===== src/rtl/d_term_pkg.sv =====
// Shared defaults and helpers for the PID derivative-term datapath.
package d_term_pkg;

    localparam int D_ERR_W    = 10;
    localparam int D_DIFF_W   = 7;
    localparam int D_COEFF_W  = 6;
    localparam int D_LAG_DFLT = 2;
    localparam logic [5:0] D_COEFF_DFLT = 6'h0B;

    // Clamped value together with a flag that says whether clamping happened.
    typedef struct packed {
        logic signed [31:0] value;
        logic               sat;
    } sat_res_t;

    // Clamp a signed value into the range of a signed number of 'width' bits.
    function automatic sat_res_t sat_signed(input logic signed [31:0] value, input int width);
        sat_res_t           res;
        logic signed [31:0] max_v;
        logic signed [31:0] min_v;
        max_v = (32'sd1 <<< (width - 1)) - 32'sd1;
        min_v = -(32'sd1 <<< (width - 1));
        if (value > max_v) begin
            res.value = max_v;
            res.sat   = 1'b1;
        end else if (value < min_v) begin
            res.value = min_v;
            res.sat   = 1'b1;
        end else begin
            res.value = value;
            res.sat   = 1'b0;
        end
        return res;
    endfunction

endpackage


===== src/rtl/d_hist_shift.sv =====
// History of the last LAG accepted error samples; shifts only on enable.
// 'last' is the oldest stored sample (LAG enables ago).
module d_hist_shift #(
    parameter int ERR_W = 10,
    parameter int LAG   = 2
) (
    input  logic             clk,
    input  logic             rst_n,
    input  logic             clr,
    input  logic             en,
    input  logic [ERR_W-1:0] din,
    output logic [ERR_W-1:0] last
);

    logic [ERR_W-1:0] hist_r [LAG];

    // Shift register: clear has priority over an accepted sample.
    always_ff @(posedge clk or negedge rst_n) begin
        if (!rst_n) begin
            for (int k = 0; k < LAG; k++) hist_r[k] <= '0;
        end else if (clr) begin
            for (int k = 0; k < LAG; k++) hist_r[k] <= '0;
        end else if (en) begin
            hist_r[0] <= din;
            for (int k = 1; k < LAG; k++) hist_r[k] <= hist_r[k-1];
        end
    end

    assign last = hist_r[LAG-1];

endmodule


===== src/rtl/d_term_lag.sv =====
// Derivative term: D_term = d_coeff * sat(err_sat - err(n-LAG)), registered
// with a one-cycle valid strobe. Optional macro D_WARMUP_EN holds the output
// at zero until LAG samples have filled the history.
module d_term_lag
    import d_term_pkg::*;
#(
    parameter  int ERR_W   = D_ERR_W,
    parameter  int DIFF_W  = D_DIFF_W,
    parameter  int COEFF_W = D_COEFF_W,
    parameter  int LAG     = D_LAG_DFLT,
    localparam int OUT_W   = DIFF_W + COEFF_W
) (
    input  logic               clk,
    input  logic               rst_n,
    input  logic [ERR_W-1:0]   err_sat,
    input  logic               err_vld,
    input  logic [COEFF_W-1:0] d_coeff,
    input  logic               clr,
    output logic [OUT_W-1:0]   D_term,
    output logic               D_vld,
    output logic               D_sat
);

    logic [ERR_W-1:0]          hist_last_s;
    logic signed [ERR_W:0]     diff_s;
    sat_res_t                  sat_s;
    logic signed [DIFF_W-1:0]  diff_sat_s;
    logic signed [COEFF_W:0]   coeff_ext_s;
    logic signed [OUT_W-1:0]   prod_s;
    logic                      warm_s;

    d_hist_shift #(
        .ERR_W (ERR_W),
        .LAG   (LAG)
    ) u_hist (
        .clk   (clk),
        .rst_n (rst_n),
        .clr   (clr),
        .en    (err_vld),
        .din   (err_sat),
        .last  (hist_last_s)
    );

    // Difference one bit wider than the inputs so it cannot wrap, then clamp and scale.
    always_comb begin
        diff_s      = $signed({err_sat[ERR_W-1], err_sat}) - $signed({hist_last_s[ERR_W-1], hist_last_s});
        sat_s       = sat_signed(32'(diff_s), DIFF_W);
        diff_sat_s  = DIFF_W'(sat_s.value);
        coeff_ext_s = $signed({1'b0, d_coeff});
        prod_s      = OUT_W'(coeff_ext_s) * OUT_W'(diff_sat_s);
    end

`ifdef D_WARMUP_EN
    localparam int FILL_W = $clog2(LAG + 1);
    localparam logic [FILL_W-1:0] LAG_F = FILL_W'(LAG);

    logic [FILL_W-1:0] fill_r;

    // Count accepted samples up to LAG so the start-up kick can be masked.
    always_ff @(posedge clk or negedge rst_n) begin
        if (!rst_n) begin
            fill_r <= '0;
        end else if (clr) begin
            fill_r <= '0;
        end else if (err_vld && (fill_r < LAG_F)) begin
            fill_r <= fill_r + FILL_W'(1);
        end
    end

    assign warm_s = (fill_r < LAG_F);
`else
    assign warm_s = 1'b0;
`endif

    // Output register: update on each accepted sample, hold otherwise, clear wins.
    always_ff @(posedge clk or negedge rst_n) begin
        if (!rst_n) begin
            D_term <= '0;
            D_sat  <= 1'b0;
            D_vld  <= 1'b0;
        end else if (clr) begin
            D_term <= '0;
            D_sat  <= 1'b0;
            D_vld  <= 1'b0;
        end else if (err_vld) begin
            D_vld <= 1'b1;
            if (warm_s) begin
                D_term <= '0;
                D_sat  <= 1'b0;
            end else begin
                D_term <= prod_s;
                D_sat  <= sat_s.sat;
            end
        end else begin
            D_vld <= 1'b0;
        end
    end

endmodule


===== config.mk =====
export PLATFORM = sky130hd
export DESIGN_NAME = d_term_lag
export DESIGN_NICKNAME = d
export VERILOG_FILES = /design/src/rtl/d_term_pkg.sv /design/src/rtl/d_hist_shift.sv /design/src/rtl/d_term_lag.sv
export SDC_FILE = /design/constraint.sdc
export NUM_CORES = 1
export LEC_CHECK = 0
export BUFFER_PORTS_ARGS = -buffer_cell sky130_fd_sc_hd__buf_2
export CAP_MARGIN = 0
export CORE_MARGIN = 5
export CORE_UTILIZATION = 60
export CTS_CLUSTER_DIAMETER = 40
export DETAILED_ROUTE_END_ITERATION = 8
export HOLD_SLACK_MARGIN = 0.02
export MAX_ROUTING_LAYER = met4
export PLACE_DENSITY = 0.8
export SYNTH_ARGS = -nofsm -noshare
export SYNTH_HDL_FRONTEND = slang
export SYNTH_SLANG_ARGS = --single-unit

===== constraint.sdc =====
create_clock -name clk -period 6.9 [get_ports clk]
set_input_delay 1.035 -clock clk [delete_from_list [all_inputs] [get_ports clk]]
set_output_delay 1.035 -clock clk [all_outputs]
set_load 0.1 [all_outputs]

### Yosys cells after proc, flatten, opt, wreduce, memory -nomap -nowiden

Index checks and enable logic that the tools add are counted.

* output and inout bits: 15
* word-level logic and storage cells: 20
* register bits: 35
* bits of input ports: 20

* reduce and logical (&&, ||, !) cells: 1
* add/subtract/negate cells: 1
* mux-type cells: 10
* magnitude comparators: 2
* multiply operators: 1

Operators by type and width (count)
* $mux W20: 2
* $mux W13: 2
* $mux W8: 2
* $mul A7 B7 Y13: 1
* $gt A11 B7 Y1 const B: 1
* $lt A11 B7 Y1 const B: 1
* $sub A10 B10 Y11: 1
* $mux W1: 4
* $reduce_bool A2 Y1: 1

### Longest topological paths before layout

Gate-level depths: netlist of the first run.

* word-level depth: 7
* gate-level depth with buffers: 26

### By module

Synthesis of the first run repeated with hierarchy kept, for this count alone.

* cell total of the unflattened synthesis: 416
* area total of the unflattened synthesis: 3796.1 sq um

By module, submodules not included
* d_term_lag: instances 1, cells an instance 342, area each 2915.3 sq um
* d_hist_shift: instances 1, cells an instance 74, area each 880.8 sq um

### Worst setup path after synthesis of the first run

No wires, ideal clock.

* path type: in2reg
* start: input port err_sat[0]
* end: register D_term[12]
* path buffers: 0
* setup slack: -0.079 ns
* required time: 6.774 ns
* arrival: 6.853 ns
* stages on the path: 24
* path through: inv_1 > ha_1 > inv_1 > fa_1 > a21o_1 > a221oi_2 > mux2i_1 > a311o_4 > o311ai_4 > o21ai_1 > fa_1 > inv_1 > fa_1 > inv_1 > fa_1 > inv_1 > fa_1 > inv_1 > ha_1 > or4_1 > o22ai_1 > o21ai_0 > and2_1 > a221o_1

* word-level cells in the longest chain between the ends: 7

RTL lines
* start: declaration: RTL line d_term_lag.sv:15 `input logic [ERR_W-1:0] err_sat,`
* $sub A10 B10 Y11 *: RTL line d_term_lag.sv:46 `diff_s = $signed({err_sat[ERR_W-1], err_sat}) - $signed({hist_last_s[ERR_W-1], hist_last_s});`
* $lt A11 B7 Y1: RTL line d_term_pkg.sv:26 `end else if (value < min_v) begin`
* $mux W8: RTL line d_term_pkg.sv:26
* $mux W8 *: RTL line d_term_pkg.sv:23 `if (value > max_v) begin`
* $mul A7 B7 Y13 *: RTL line d_term_lag.sv:50 `prod_s = OUT_W'(coeff_ext_s) * OUT_W'(diff_sat_s);`
* $mux W13 *: RTL line d_term_lag.sv:85 `end else if (err_vld) begin`
* $mux W13 *: RTL line d_term_lag.sv:81 `end else if (clr) begin`
* end signal: assignment: RTL line d_term_lag.sv:91 `D_term <= prod_s;`
* end: declaration: RTL line d_term_lag.sv:19 `output logic [OUT_W-1:0] D_term,`

Mark *: on every way between the ends. The rest lies on a longest branch, timed or not. The select of a mux whose other input is x is not followed.
A chain may end at the register's enable or synchronous reset.

### Final worst setup path of the first run

Ends and elaborated chain as after synthesis.

==> metrics.md, run 1 <==
| Metric | Value |
|---|---|
| Number of global-route vias before repair | `3,245` |
| Longest Clk Path Bufs | `2` |
| GR Util All Layers | `24.27%` |
| Final core utilization | `between 70% and 80%` |
| Initial antenna violation count | `0` |
| Pwr dens | `around 500 nW/µm²` |
| Post-synth top area cell | `dfrtp_1` |
| Core area | `roughly 6200 µm²` |
| Via count | `between 3,000 and 4,000` |
| Largest net degree at the start of global routing | `36` |
| Leak Pwr | `0.002275 µW` |
| Rows | `29` |
| Total global routing overflow | `0` |
| Max-cap check violation count | `0` |
| Avg WL per Cell | `~16 µm` |
| Relative slew slack | `42.78%` |
| Initial DRC Count | `~150` |
| Final worst path period share | `between 90% and 100%` |
| Critical path peak fanout | `6` |
| Remaining DRCs | `0` |
| Post-Layout Cell Count | `562` |
| Clk_skew | `between 0.005 and 0.006 ns` |
| Antenna cells | `0` |
| Register area share after synthesis | `between 20 and 25%` |
| Worst vdd ir | `between 300 and 400 µV` |
| Die W | `between 80 and 90 µm` |
| Number of synthesized register bits | `35` |
| Reg clk slew, reported paths | `around 0.070 ns` |
| Initial Utilization | `between 60 and 70%` |
| CTS sink cnt | `35` |
| EDFF count, synth | `0` |
| Pre-antenna DRT Iters | `5` |
| Clock Tree Root | `clkbuf_8` |
| Final Slew Violations | `0` |
| H-Tree Depth | `2` |
| Fillers | `between 400 and 500` |
| Share of post-route cells with drive strength above 1 | `approximately a quarter` |
| DR vias/cell | `approximately 5.8` |
| Place WS | `-0.2753 ns` |
| Result of the run | `finished, final reports clean` |
| I/O Buffers | `34` |
| Total Die Area | `about 8000 µm²` |
| Die Y | `89.45 µm` |
| Num ports | `35` |
| FMAX | `around 150 MHz` |
| Mapped cell area | `around 3800 µm²` |
| Post-Syn Area per Cell | `roughly 9.2 µm²` |
| Final WL | `between 8000 and 9000 µm` |
| Final setup viols | `0` |
| Clock period minus worst slack | `about 6.8 ns` |
| Gpl congestion | `~0.92` |
| Distinct cells, synth | `52` |
| NumNets Final | `approximately 570` |
| Overall Power | `~2200 µW` |
| Setup crit end kind | `register` |
| Type of origin of the critical path | `input pin` |
| CTS tree | `built` |
| First-pass GRT wire length | `about 15,000 µm` |
| FFs w/ async S/R, synth | `100.0%` |
| Arr. time, crit path | `6.93 ns` |
| Num CTS Buffers | `5` |
| Top_reg_cell synth | `dfrtp_1` |
| Synth top area cells | `dfrtp_1 23%, ha_1 15%, fa_1 11%` |
| Final Hold Viols | `0` |
| Crit Path Category | `in -> reg` |
| Share of the synthesized area in the top cell type | `between 20% and 30%` |
| Antenna viol nets, final | `0` |
| Post-Route Setup TNS | `0 ns` |
| Mapped Cells | `just over 400` |
| CTS Hold Bufs | `0` |
| CP required | `7.07 ns` |
| Syn-to-layout area delta | `19.43%` |
| Dpl cells | `550` |
| Clk Latency, worst-skew pair | `0.28 ns` |
| Hold Crit Class | `reg -> reg` |
| Worst-margin pin slew | `0.8583 ns` |
| Setup slack after layout | `0.1404 ns` |
| Syn_nets | `between 400 and 500` |
| Ys Warns | `0` |
| DP HPWL | `6959 µm` |
synth_stat cells, types with 4 or more instances:
library cell  number
a21oi_1            9
buf_2              6
clkbuf_1           7
dfrtp_1           35
fa_1              21
ha_1              45
inv_1             46
mux2i_1           27
nand2_1           38
nand2b_1           7
nand3_1            5
nor2_1            44
nor3_1             5
o21a_1            10
o21ai_0            6
o21ai_1           29
o311ai_4           7
or3_1              4
xnor2_1           11
routing by layer:
layer	track usage, %	up-vias	part of all wire, %
met2	41.39	102	51
met4	6.360	0	2.2
met3	2.765	22	4.5
met1	30.63	1553	42
met5	-	-	0
li1	-	1577	-
stage by stage:
stage,hold slack (ns),cell area (µm²)
CTS,0.5103,4429
global placement,0.4896,4342
detailed placement,0.4949,4342
floorplan,0.4861,3794
global route,0.5509,4523
finish,0.5057,4523
final timing paths:
check / cells past startpoint / startpoint / slack, ns / end
max: 25 / err_sat[0] / 0.14 / D_term[12]
min: 1 / D_term[9] / 0.51 / D_term[9]
max reg2reg: 23 / u_hist.last[0] / 0.68 / D_term[12]
min reg2reg: 1 / D_term[9] / 0.51 / D_term[9]
max in group asynchronous: 1 / rst_n / 5.60 / u_hist.last[9]
min in group asynchronous: 1 / rst_n / 0.82 / D_term[4]
cell usage in the layout (no fill, tap or decap), types with 4 or more instances in the layout:
cell      instances
nand2_1          38
o21a_1           10
dfrtp_1          35
buf_2            34
inv_1            42
nor3_1            5
or3_1             4
a21oi_1           8
buf_4            45
nand3_1           5
fa_1             20
nand2b_1          7
ha_1             42
xnor2_1          11
mux2i_1          27
o21ai_1          28
clkbuf_8          6
inv_2             4
o311ai_4          7
o21ai_0           4
nor2_1           44
cell families (layout without fill, tap and decap cells):
group	after synthesis	after routing	share of synthesized area [%]
simple gates	114	114	13.21
compound gates	93	93	20.48
fa+ha+maj	66	66	25.97
buf+inv	63	136	6.838
flops	35	35	23.13
mux	27	27	7.136
xor+xnor	14	14	3.238
power breakdown:
part           switching, µW  total, µW  internal (µW)
logic                    986       1810            828
registers               13.9        250            236
clock network           69.8        148           78.3
total                   1070       2210           1140
critical path, cell delays in order:
cell	delay (ns)
buf_2	0.11
inv_2	0.04
ha_2	0.18
inv_2	0.04
fa_2	0.37
a21o_1	0.19
a221oi_2	0.30
mux2i_1	0.14
a311o_4	0.47
o311ai_4	0.38
o21ai_2	0.12
fa_1	0.49
fa_1	0.52
fa_1	0.54
inv_1	0.06
fa_1	0.48
inv_1	0.05
ha_2	0.19
buf_4	0.14
o21a_1	0.17
o21a_1	0.19
o22ai_4	0.18
o21ai_1	0.07
and2_1	0.16
a221o_1	0.30
sequential cells by signal, indices dropped and copies added, names as in the netlist:
register and flops:
u_hist.hist_r 10, D_sat 1, u_hist.last 10, D_term 13
D_vld 1
timing repair:
| action | CTS | global route |
|---|---|---|
| buffers inserted | 0 | 5 |
| setup endpoints to repair | 0 | 5 |
| resized for setup | 0 | 19 |
area by class of cell:
type / instances / area, µm² / area share, %
Clock buffer: 6 / 82.58 / 1.826
Multi-Input combinational cell: 314 / 2711 / 59.94
Clock inverter: 1 / 5.005 / 0.1107
Timing Repair Buffer: 83 / 579.3 / 12.81
Tap cell: 77 / 96.34 / 2.130
Inverter: 46 / 172.7 / 3.817
Sequential cell: 35 / 875.8 / 19.36
Power figures use the tool's default switching activity.
==> run 2: changes to the inputs <==
--- a/config.mk
+++ b/config.mk
@@ -5,6 +5,7 @@
 export SDC_FILE = /design/constraint.sdc
 export NUM_CORES = 1
 export LEC_CHECK = 0
+export ABC_AREA = 1
 export BUFFER_PORTS_ARGS = -buffer_cell sky130_fd_sc_hd__buf_2
 export CAP_MARGIN = 0
 export CORE_MARGIN = 5
@@ -13,7 +14,7 @@
 export DETAILED_ROUTE_END_ITERATION = 8
 export HOLD_SLACK_MARGIN = 0.02
 export MAX_ROUTING_LAYER = met4
-export PLACE_DENSITY = 0.8
+export PLACE_DENSITY = 0.81
 export SYNTH_ARGS = -nofsm -noshare
 export SYNTH_HDL_FRONTEND = slang
 export SYNTH_SLANG_ARGS = --single-unit
==> run 2 against run 1 <==
Against the previous run:
- register-to-register slack improved by 0.38 ns
- via count fell by 9.5%
- clock-buffer cell count shrank 1
- maximum frequency up 5.9%
- sequential cell count is the same
- combinational power decreased by 48%
- worst hold slack got worse by 0.022 ns
- critical path depth rose by 9
- sequential share of layout area increased by 3.7 points
- die area down 7.9%
- synthesized cell count is 4.4% higher
- clock skew grew 0.0058 ns
- largest cell class unchanged
==> metrics.md, run 2 <==
| Metric | Value |
|---|---|
| Result of the run | `finished, final reports clean` |
| Clk_skew | `0.01111 ns (+0.005784 ns)` |
| FF-to-FF setup slack | `1.06 ns (+0.38 ns)` |
| Total Die Area | `7366 µm² (-7.9%)` |
| Number of global-route vias before repair | `2,952 (-9.0%)` |
| Most common cell after layout, fill and taps aside | `nand2_1` |
| Final WL | `7504 µm (-16%)` |
| Syn_nets | `516 (+3.6%)` |
| Final worst path period share | `92.52% (-5.4 points)` |
| Arr. time, crit path | `6.57 ns (-0.36 ns)` |
| Biggest register | `D_term` |
| Critical path peak fanout | `20 (+14)` |
| Share of the synthesized area in the top cell type | `25.39% (+2.3 points)` |
| Most frequent cells in the layout | `89 x nand2_1, 80 x inv_1, 45 x ha_1, 35 x dfrtp_1, 34 x buf_2` |
| Area of the multi-input gates | `2220 µm² (-18%)` |
| Post-Syn Area per Cell | `8.022 µm² (-13%)` |
| Num ports | `35 (unchanged)` |
| Mapped cell area | `3450 µm² (-8.9%)` |
| DP HPWL | `5889 µm (-15%)` |
| DR vias/cell | `5.456 (-5.8%)` |
| Final Hold Viols | `0 (unchanged)` |
| Reg clk slew, reported paths | `0.07 ns (about the same)` |
| CTS Hold Bufs | `0 (unchanged)` |
| CTS tree | `built` |
| Fillers | `461 (+2.2%)` |
| Max-cap check violation count | `0 (unchanged)` |
| Leak Pwr | `0.002092 µW (-8.0%)` |
| Type of origin of the critical path | `input pin` |
| Post-synth top cells | `89 x nand2_1, 80 x inv_1, 45 x ha_1` |
| GR Util All Layers | `23.47% (-0.80 points)` |
| Longest Clk Path Bufs | `2 (unchanged)` |
| CTS sink cnt | `35 (unchanged)` |
| Post-CTS Setup Bufs | `0 (unchanged)` |
| Initial DRC Count | `169 (+11%)` |
| Num CTS Buffers | `5 (unchanged)` |
| Ys Warns | `0 (unchanged)` |
| Share of post-route cells with drive strength above 1 | `14.53% (-10 points)` |
| Worst stage delay on the critical path | `0.54 ns (about the same)` |
| Largest net degree at the start of global routing | `36 (unchanged)` |
| Rows | `27 (-6.9%)` |
| NumNets Final | `553 (-3.2%)` |
| Reg area | `875.8 µm² (unchanged)` |
| Initial Utilization | `62.26% (+1.6 points)` |
| Worst path slowest cell | `fa_1` |
| Total global routing overflow | `0 (unchanged)` |
| Final Slew Violations | `0 (unchanged)` |
| RSZ-0062 raised after global routing | `false` |
| Die Y | `85.83 µm (-4.1%)` |
| Number of synthesized register bits | `35 (unchanged)` |
| Pwr dens | `363.2 nW/µm² (-26%)` |
| Die W | `85.83 µm (-4.1%)` |
| Antenna viol nets, final | `0 (unchanged)` |
| Final setup viols | `0 (unchanged)` |
| Distinct cells, synth | `32 (-38%)` |
| Initial antenna violation count | `0 (unchanged)` |
| Clock Tree Root | `clkbuf_8` |
| Remaining DRCs | `0 (unchanged)` |
| Hold Crit Class | `reg -> reg` |
| Min Hold Slack | `0.4841 ns (-0.02159 ns)` |
| I/O Buffers | `34 (unchanged)` |
| Top_reg_cell synth | `dfrtp_1` |
| Mapped Cells | `430 (+4.4%)` |
| Clk Latency, worst-skew pair | `0.30 ns (+0.02 ns)` |
| EDFF count, synth | `0 (unchanged)` |
| Gates resized, CTS repair | `0 (unchanged)` |
| Setup crit end kind | `register` |
| Post-synth top area cell | `dfrtp_1` |
| H-Tree Depth | `2 (unchanged)` |
| Worst-margin pin slew | `0.7793 ns (-0.07896 ns)` |
| Core area | `5540 µm² (-11%)` |
| Avg WL per Cell | `13.90 µm (-13%)` |
| Crit Path Category | `in -> reg` |
| Relative slew slack | `48.04% (+5.3 points)` |
| Post-Route Setup TNS | `0 ns (unchanged)` |
| Setup slack after layout | `0.5164 ns (+0.3760 ns)` |
| Largest register FFs | `13 (unchanged)` |
| Count leader, synth | `nand2_1` |
| FMAX | `156.7 MHz (+5.9%)` |
| Gpl congestion | `0.9517 (+3.1%)` |
| Final core utilization | `68.56% (-3.9 points)` |
| FFs w/ async S/R, synth | `100.0% (unchanged)` |
| First-pass GRT wire length | `13,600 µm (-8.7%)` |
| Clock period minus worst slack | `6.384 ns (-0.3760 ns)` |
| Worst vdd ir | `277.7 µV (-19%)` |
| Via count | `2,946 (-9.5%)` |
| Synth top area cells | `dfrtp_1 25%, ha_1 16%, fa_1 12%` |
| Pre-antenna DRT Iters | `4 (-1)` |
| Antenna cells | `0 (unchanged)` |
| Register area share after synthesis | `25.39% (+2.3 points)` |
| Syn-to-layout area delta | `10.12%` |
| CP required | `7.08 ns (about the same)` |
| Place WS | `0.2489 ns (+0.5242 ns)` |
run 2: layout make-up:
| class | instances | area share, % |
|---|---|---|
| Multi-Input combinational cell | 307 | 58.43 |
| Sequential cell | 35 | 23.06 |
| Inverter | 82 | 8.235 |
| Timing Repair Buffer | 36 | 4.875 |
| Tap cell | 72 | 2.372 |
| Clock buffer | 5 | 1.812 |
| Clock inverter | 3 | 1.219 |
run 2: worst paths after layout:
path	startpoint	to	cells past startpoint
hold reg to reg	D_term[11]	D_term[11]	2
setup / recovery	err_sat[0]	D_term[10]	34
min in group asynchronous	rst_n	u_hist.last[6]	1
setup reg to reg	u_hist.last[0]	D_term[10]	32
hold / removal	D_term[11]	D_term[11]	2
max in group asynchronous	rst_n	D_term[12]	1
run 2: logic make-up (layout without fill, tap and decap cells):
group,after synthesis,after routing,share of synthesized area (%)
DFF,35,35,25.39
AOI/OAI and AO/OA,66,66,11.17
adders and majority gates,66,66,28.51
and+or+nand+nor,168,168,22.89
buffers and inverters,88,126,10.26
xor gates and xnor gates,7,7,1.777
run 2: worst max-delay path: cells and delay by family:
family	cells	cell delay, ns
fa+ha+maj	7	2.96
simple gates	16	1.57
compound gates	3	0.50
buf+inv	8	0.49
run 2: report_power, final:
group	leakage [µW]	switching (µW)	total, µW	internal [µW]
registers	0.000470	11.5	244	232
clock network	0.0000548	85.5	194	109
logic	0.00157	632	941	309
run 2: per-layer routing:
metal	GRT usage, %	wire, µm
met5	-	0
met4	6.187	114
met3	3.842	521
met2	34.60	3293
met1	33.64	3574
run 2: stage by stage:
stage          area (µm²)  std cells  power (µW)
2_1_floorplan        3450        430       994.2
4_1_cts              3799        540        1383
3_5_place_dp         3684        532        1172
3_3_place_gp         3684        532        1151
5_1_grt              3799        540        1534
6_report             3799        540        1380
